`src/rtl/uart_pkg.sv`:
```
// rtl/uart_pkg.sv - UART state encoding, line defaults and baud-divisor helper.
package uart_pkg;

  localparam int CLOCK_FREQUENCY_DEFAULT = 27_000_000;
  localparam int BAUD_RATE_DEFAULT       = 115_200;

  typedef enum logic [2:0] {
    ST_IDLE   = 3'd0,
    ST_START  = 3'd1,
    ST_DATA   = 3'd2,
    ST_PARITY = 3'd3,
    ST_STOP   = 3'd4,
    ST_BREAK  = 3'd5
  } uart_state_e;

  // Clocks per bit; integer truncation.
  function automatic int baud_divisor(input int clock_hz, input int baud);
    return clock_hz / baud;
  endfunction

endpackage

```
`src/rtl/uart_rx_if.sv`:
```
// rtl/uart_rx_if.sv - Received-byte valid/ready handshake bundle.
interface uart_rx_if;

  logic [7:0] data;
  logic       valid;
  logic       ready;

  modport master (output data, output valid, input ready);
  modport slave  (input data, input valid, output ready);

endinterface

```
`src/rtl/uart_rx_sync.sv`:
```
// rtl/uart_rx_sync.sv - Two-flop synchroniser for an asynchronous pin, resets to 1.
module uart_rx_sync (
  input  logic clk,
  input  logic rst_n,
  input  logic async_in,
  output logic sync_out
);

  logic meta;

  always_ff @(posedge clk or negedge rst_n) begin
    if (!rst_n) begin
      meta     <= 1'b1;
      sync_out <= 1'b1;
    end else begin
      meta     <= async_in;
      sync_out <= meta;
    end
  end

endmodule

```
`src/rtl/uart_rx.sv`:
```
// rtl/uart_rx.sv - 8N1 UART receiver with mid-bit sampling and valid/ready output.
// Optional parity bit enabled by defining UART_RX_PARITY_EN.
module uart_rx
  import uart_pkg::*;
#(
  parameter int CLOCK_FREQUENCY = CLOCK_FREQUENCY_DEFAULT,
  parameter int BAUD_RATE       = BAUD_RATE_DEFAULT,
  parameter int BAUD_DIVISOR    = baud_divisor(CLOCK_FREQUENCY, BAUD_RATE)
`ifdef UART_RX_PARITY_EN
  ,
  parameter bit PARITY_ODD      = 1'b0
`endif
) (
  input  logic     clk,
  input  logic     rst_n,
  input  logic     rx,
  uart_rx_if.master stream,
  output logic     busy,
  output logic     frame_err,
  output logic     parity_err,
  output logic     overrun
);

  localparam int CW = (BAUD_DIVISOR > 2) ? $clog2(BAUD_DIVISOR) : 1;
  localparam logic [CW-1:0] HALF_LOAD = CW'(BAUD_DIVISOR / 2 - 1);
  localparam logic [CW-1:0] FULL_LOAD = CW'(BAUD_DIVISOR - 1);

  uart_state_e   state;
  logic [CW-1:0] baud_cnt;
  logic [2:0]    bit_cnt;
  logic [7:0]    shift;
  logic          complete;
  logic          rx_s;
  logic          tick;

`ifdef UART_RX_PARITY_EN
  logic          par_bit;
  logic          par_err_q;
  assign parity_err = par_err_q;
`else
  assign parity_err = 1'b0;
`endif

  uart_rx_sync u_sync (
    .clk      (clk),
    .rst_n    (rst_n),
    .async_in (rx),
    .sync_out (rx_s)
  );

  assign tick = (baud_cnt == '0);

  always_ff @(posedge clk or negedge rst_n) begin
    if (!rst_n) begin
      state        <= ST_IDLE;
      baud_cnt     <= '0;
      bit_cnt      <= '0;
      shift        <= '0;
      complete     <= 1'b0;
      busy         <= 1'b0;
      frame_err    <= 1'b0;
      overrun      <= 1'b0;
      stream.data  <= '0;
      stream.valid <= 1'b0;
`ifdef UART_RX_PARITY_EN
      par_bit      <= 1'b0;
      par_err_q    <= 1'b0;
`endif
    end else begin
      frame_err <= 1'b0;
      overrun   <= 1'b0;
      complete  <= 1'b0;
`ifdef UART_RX_PARITY_EN
      par_err_q <= 1'b0;
`endif
      // Counter parks at zero; any reload below overrides the decrement.
      if (!tick) baud_cnt <= baud_cnt - 1'b1;

      case (state)
        ST_IDLE: begin
          if (!rx_s) begin
            state    <= ST_START;
            baud_cnt <= HALF_LOAD;
            busy     <= 1'b1;
          end
        end
        ST_START: begin
          if (tick) begin
            if (rx_s) begin
              state <= ST_IDLE;
              busy  <= 1'b0;
            end else begin
              state    <= ST_DATA;
              baud_cnt <= FULL_LOAD;
              bit_cnt  <= '0;
            end
          end
        end
        ST_DATA: begin
          if (tick) begin
            shift    <= {rx_s, shift[7:1]};
            baud_cnt <= FULL_LOAD;
            bit_cnt  <= bit_cnt + 3'd1;
            if (bit_cnt == 3'd7) begin
`ifdef UART_RX_PARITY_EN
              state <= ST_PARITY;
`else
              state <= ST_STOP;
`endif
            end
          end
        end
`ifdef UART_RX_PARITY_EN
        ST_PARITY: begin
          if (tick) begin
            par_bit  <= rx_s;
            baud_cnt <= FULL_LOAD;
            state    <= ST_STOP;
          end
        end
`endif
        ST_STOP: begin
          if (tick) begin
            if (rx_s) begin
              state    <= ST_IDLE;
              busy     <= 1'b0;
              complete <= 1'b1;
            end else begin
              frame_err <= 1'b1;
              state     <= ST_BREAK;
            end
          end
        end
        ST_BREAK: begin
          // Hold off start detection until the line has gone idle again.
          if (rx_s) begin
            state <= ST_IDLE;
            busy  <= 1'b0;
          end
        end
        default: begin
          state <= ST_IDLE;
          busy  <= 1'b0;
        end
      endcase

      if (stream.valid && stream.ready) stream.valid <= 1'b0;

      if (complete) begin
`ifdef UART_RX_PARITY_EN
        if (par_bit != (^shift ^ PARITY_ODD)) par_err_q <= 1'b1;
        else
`endif
        if (stream.valid && !stream.ready) begin
          overrun <= 1'b1;
        end else begin
          stream.data  <= shift;
          stream.valid <= 1'b1;
        end
      end
    end
  end

endmodule

```
`src/flat_wrapper.sv`:
```
// flat-port wrapper written by rule: the top's interface ports become plain ports
module uart_rx_flat import uart_pkg::*;
#(
  parameter int CLOCK_FREQUENCY = CLOCK_FREQUENCY_DEFAULT,
  parameter int BAUD_RATE       = BAUD_RATE_DEFAULT,
  parameter int BAUD_DIVISOR    = baud_divisor(CLOCK_FREQUENCY, BAUD_RATE)

)
  (clk, rst_n, rx, busy, frame_err, parity_err, overrun, stream_data, stream_valid, stream_ready);
  uart_rx_if stream_i ();
  input  logic clk;
  input  logic rst_n;
  input  logic rx;
  output logic busy;
  output logic frame_err;
  output logic parity_err;
  output logic overrun;
  output wire logic [$bits(stream_i.data)-1:0] stream_data;
  output wire logic [$bits(stream_i.valid)-1:0] stream_valid;
  input wire logic [$bits(stream_i.ready)-1:0] stream_ready;
  assign stream_data = stream_i.data;
  assign stream_valid = stream_i.valid;
  assign stream_i.ready = stream_ready;
  uart_rx #(.CLOCK_FREQUENCY(CLOCK_FREQUENCY), .BAUD_RATE(BAUD_RATE), .BAUD_DIVISOR(BAUD_DIVISOR)) u_core (.clk(clk), .rst_n(rst_n), .rx(rx), .stream(stream_i), .busy(busy), .frame_err(frame_err), .parity_err(parity_err), .overrun(overrun));
endmodule
```
`config.mk`:
```
export PLATFORM = sky130hd
export DESIGN_NAME = uart_rx_flat
export DESIGN_NICKNAME = d
export VERILOG_FILES = /design/src/rtl/uart_pkg.sv /design/src/rtl/uart_rx_if.sv /design/src/rtl/uart_rx_sync.sv /design/src/rtl/uart_rx.sv /design/src/flat_wrapper.sv
export SDC_FILE = /design/constraint.sdc
export NUM_CORES = 1
export LEC_CHECK = 0
export ABC_AREA = 0
export ABC_CLOCK_PERIOD_IN_PS = 2400
export CAP_MARGIN = 20
export CORE_ASPECT_RATIO = 1.2
export CORE_MARGIN = 2
export CORE_UTILIZATION = 55
export DETAILED_ROUTE_END_ITERATION = 10
export GPL_TIMING_DRIVEN = 1
export PLACE_DENSITY_LB_ADDON = 0.3
export SYNTH_ARGS = -nofsm -noshare
export SYNTH_HDL_FRONTEND = slang
export SYNTH_SLANG_ARGS = --single-unit
```
`constraint.sdc`:
```
create_clock -name clk -period 2.4 [get_ports clk]
set_input_delay 0.6 -clock clk [delete_from_list [all_inputs] [get_ports clk]]
set_output_delay 0.6 -clock clk [all_outputs]
set_load 0.05 [all_outputs]
```
==> reports/qor.txt <==
port buffer count: 15
Worst R2R Setup Slack: 170 ps
synthesized area: 0.001713 mm2
Worst EP required: 2640 ps
RSZ-0062 raised after global routing: false
Detailed Route Iter0 Violations: 34
hold_sp: u_core.u_sync.meta$_DFF_PN1_
number of distinct library cells after synthesis: 40
Setup WS pre-CTS: 163.2 ps
H-tree depth: 2
Slew Limit Headroom: 65.60%
Total Nets Final: 174
final setup fails: 0
ANT cells: 0
cells resized by post-CTS repair: 0
largest net degree at the start of global routing: 38
Die Height: 65.14 um
Post-synth EDFFs: 0
Worst Path Max Fanout: 8
Via Count: 1168
PD cells: 509.9 mW/mm2
area grow syn2layout: 13.81%
Synth Flop Type: dfrtp_1
Routed WL per cell: 15.69 um
Clock Latency Late Sink: 350 ps
grt ovf: 0
max cap viols: 0
GPL Wtd Cong: 0.8645
Post-CTS Setup Repair Bufs: 0
minimum clock period: 2232 ps
crit path launch type: flip-flop
most common cell after layout, fill and taps aside: dfrtp_1
data arrival time at the worst-slack endpoint: 2470 ps
HP Class: reg -> reg
status: complete, no violations
worst-margin pin slew: 515.5 ps
Core ar.: 0.003028 mm2
first-pass GRT wire length: 5.568 mm
CTS tree: yes
Post-Syn Nets: 155
clock tree buffer depth: 2
Worst setup EP type: flip-flop
Clock Skew: 9.398 ps
Final Power: 993.9 uW
number of buffers created by CTS: 5
synthesized area per cell: 11.73 um2
Final ANT Viol Nets: 0
FF-to-FF path depth: 9
Die Area: 0.003579 mm2
dpl hpwl: 2.200 mm
setup tns final: 0 ps
chip width: 54.95 um
root buffer cell: clkbuf_4
Setup Crit Path Kind: reg -> reg
Post-Synthesis Cells: 146
commonest non-fill, non-tap cells in the layout: 35 x dfrtp_1, 16 x mux2_2, 15 x clkdlybuf4s50_1
VDD IR-drop max: 0.4166 mV
RR Startpoint: u_core.baud_cnt[0]$_DFF_PN0_
hold-fix buffers at CTS: 0
setup ws final: 168.0 ps
fraction of layout cells with a size suffix above 1: 21.82%
FF-to-FF End: u_core.baud_cnt[0]$_DFF_PN0_
CP Launch Point: u_core.baud_cnt[0]$_DFF_PN0_
post-synthesis sequential area ratio: 54.20%
Hold Violations, Final: 0
Ports: 17
Final Cycle Share: 93.00%
final WL: 3.154 mm
Seq cells post-synth: 37
GRT Total Usage: 22.03%
drt pass-1 iters: 4
Post-synth ARST share: 100.0%
initial antenna violation count: 0
fin util: 64.38%
CP Capture Point: u_core.baud_cnt[0]$_DFF_PN0_
fmax: 448.0 MHz
LEAKAGE: 0.0008953 uW
Initial Util: 56.57%
post-DR vias/cell: 5.811
num rows: 22
Sink Count: 37
DRC violations left: 0
Yosys Warn Count: 0
vias in the first global route: 1211
Clock transition at path regs: 100 ps
Pins Over Slew Limit: 0
layer usage:
layer | GRT usage [%] | routed length [um] | part of all wire [%] | vias up
li1 | - | - | - | 555
met1 | 28.66 | 1304 | 41 | 564
met2 | 32.29 | 1598 | 51 | 44
met3 | 7.500 | 196 | 6.2 | 5
met4 | 10.98 | 55 | 1.7 | 0
met5 | 0 | 0 | 0 | -
layout make-up:
| class | instances | area (um2) |
|---|---|---|
| fill | 248 | 1079 |
| sequential | 37 | 928.4 |
| multi-input combinational | 94 | 710.7 |
| timing repair buffer | 18 | 172.7 |
| clock buffer | 6 | 51.30 |
| tap | 36 | 45.04 |
| inverter | 9 | 33.78 |
| clock inverter | 1 | 7.507 |
where the power goes:
group / internal [uW] / total (uW) / switching [uW] / leakage (uW)
combinational: 7.15 / 25.3 / 18.2 / 0.000374
clock: 137 / 340 / 203 / 0.0000303
sequential: 626 / 628 / 2.24 / 0.000491
worst max-delay path, stage by stage, from the launching register on:
cell     delay [ps]
dfrtp_1         450
inv_1           100
ha_1            170
nor3b_4         310
and2_1          210
inv_2            90
ha_1            300
a31oi_1         190
o22ai_1          90
a31o_2          230
Yosys cell counts (2+ instances only):
cell | n | share of area [%]
a21oi_1 | 4 | 1.2
a22o_1 | 2 | 1.0
buf_4 | 4 | 1.8
dfrtp_1 | 35 | 51
dfstp_2 | 2 | 3.1
ha_1 | 5 | 3.7
inv_1 | 8 | 1.8
mux2_2 | 16 | 11
nand2_1 | 12 | 2.6
nand3_1 | 6 | 1.8
nor2_1 | 7 | 1.5
nor3_1 | 2 | 0.58
nor3b_1 | 2 | 0.88
nor4_1 | 3 | 1.1
o2111ai_1 | 2 | 1.0
o21ai_0 | 10 | 2.9
xnor2_1 | 2 | 1.0
xor2_1 | 2 | 1.0
stage by stage:
stage	instance area (um2)	instances	hold slack, ps
6_report	1949	201	364.1
3_3_place_gp	1884	194	347.0
4_1_cts	1943	201	366.0
5_1_grt	1949	201	369.5
3_5_place_dp	1884	194	350.4
2_1_floorplan	1713	146	304.4
cell families after synthesis:
logic type / Yosys count / share of synthesized area [%]
and+or+nand+nor: 42 / 14.68
DFF: 37 / 54.20
AOI/OAI and AO/OA: 26 / 10.01
muxes: 16 / 10.52
buffers and inverters: 15 / 4.675
adders and majority gates: 5 / 3.652
xor gates and xnor gates: 4 / 2.046
other: 1 / 0.2189
sequential cells by signal, indices dropped and copies added, names as in the netlist:
name                    cells
u_core.stream.valid         1
u_core.u_sync.sync_out      1
u_core.shift                8
u_core.frame_err            1
u_core.state                3
u_core.busy                 1
u_core.u_sync.meta          1
u_core.baud_cnt             8
u_core.bit_cnt              3
u_core.complete             1
u_core.stream.data          8
u_core.overrun              1
how the worst min path moves through the flow:
stage                                        to  slack [ps]  depth (start not counted)
2_1_floorplan      u_core.baud_cnt[0]$_DFF_PN0_         300                          0
3_3_place_gp   u_core.u_sync.sync_out$_DFF_PN1_         350                          0
3_5_place_dp   u_core.u_sync.sync_out$_DFF_PN1_         350                          0
4_1_cts        u_core.u_sync.sync_out$_DFF_PN1_         370                          0
5_1_grt        u_core.u_sync.sync_out$_DFF_PN1_         370                          0
6_report       u_core.u_sync.sync_out$_DFF_PN1_         360                          0
(Power assumes the default switching activity.)
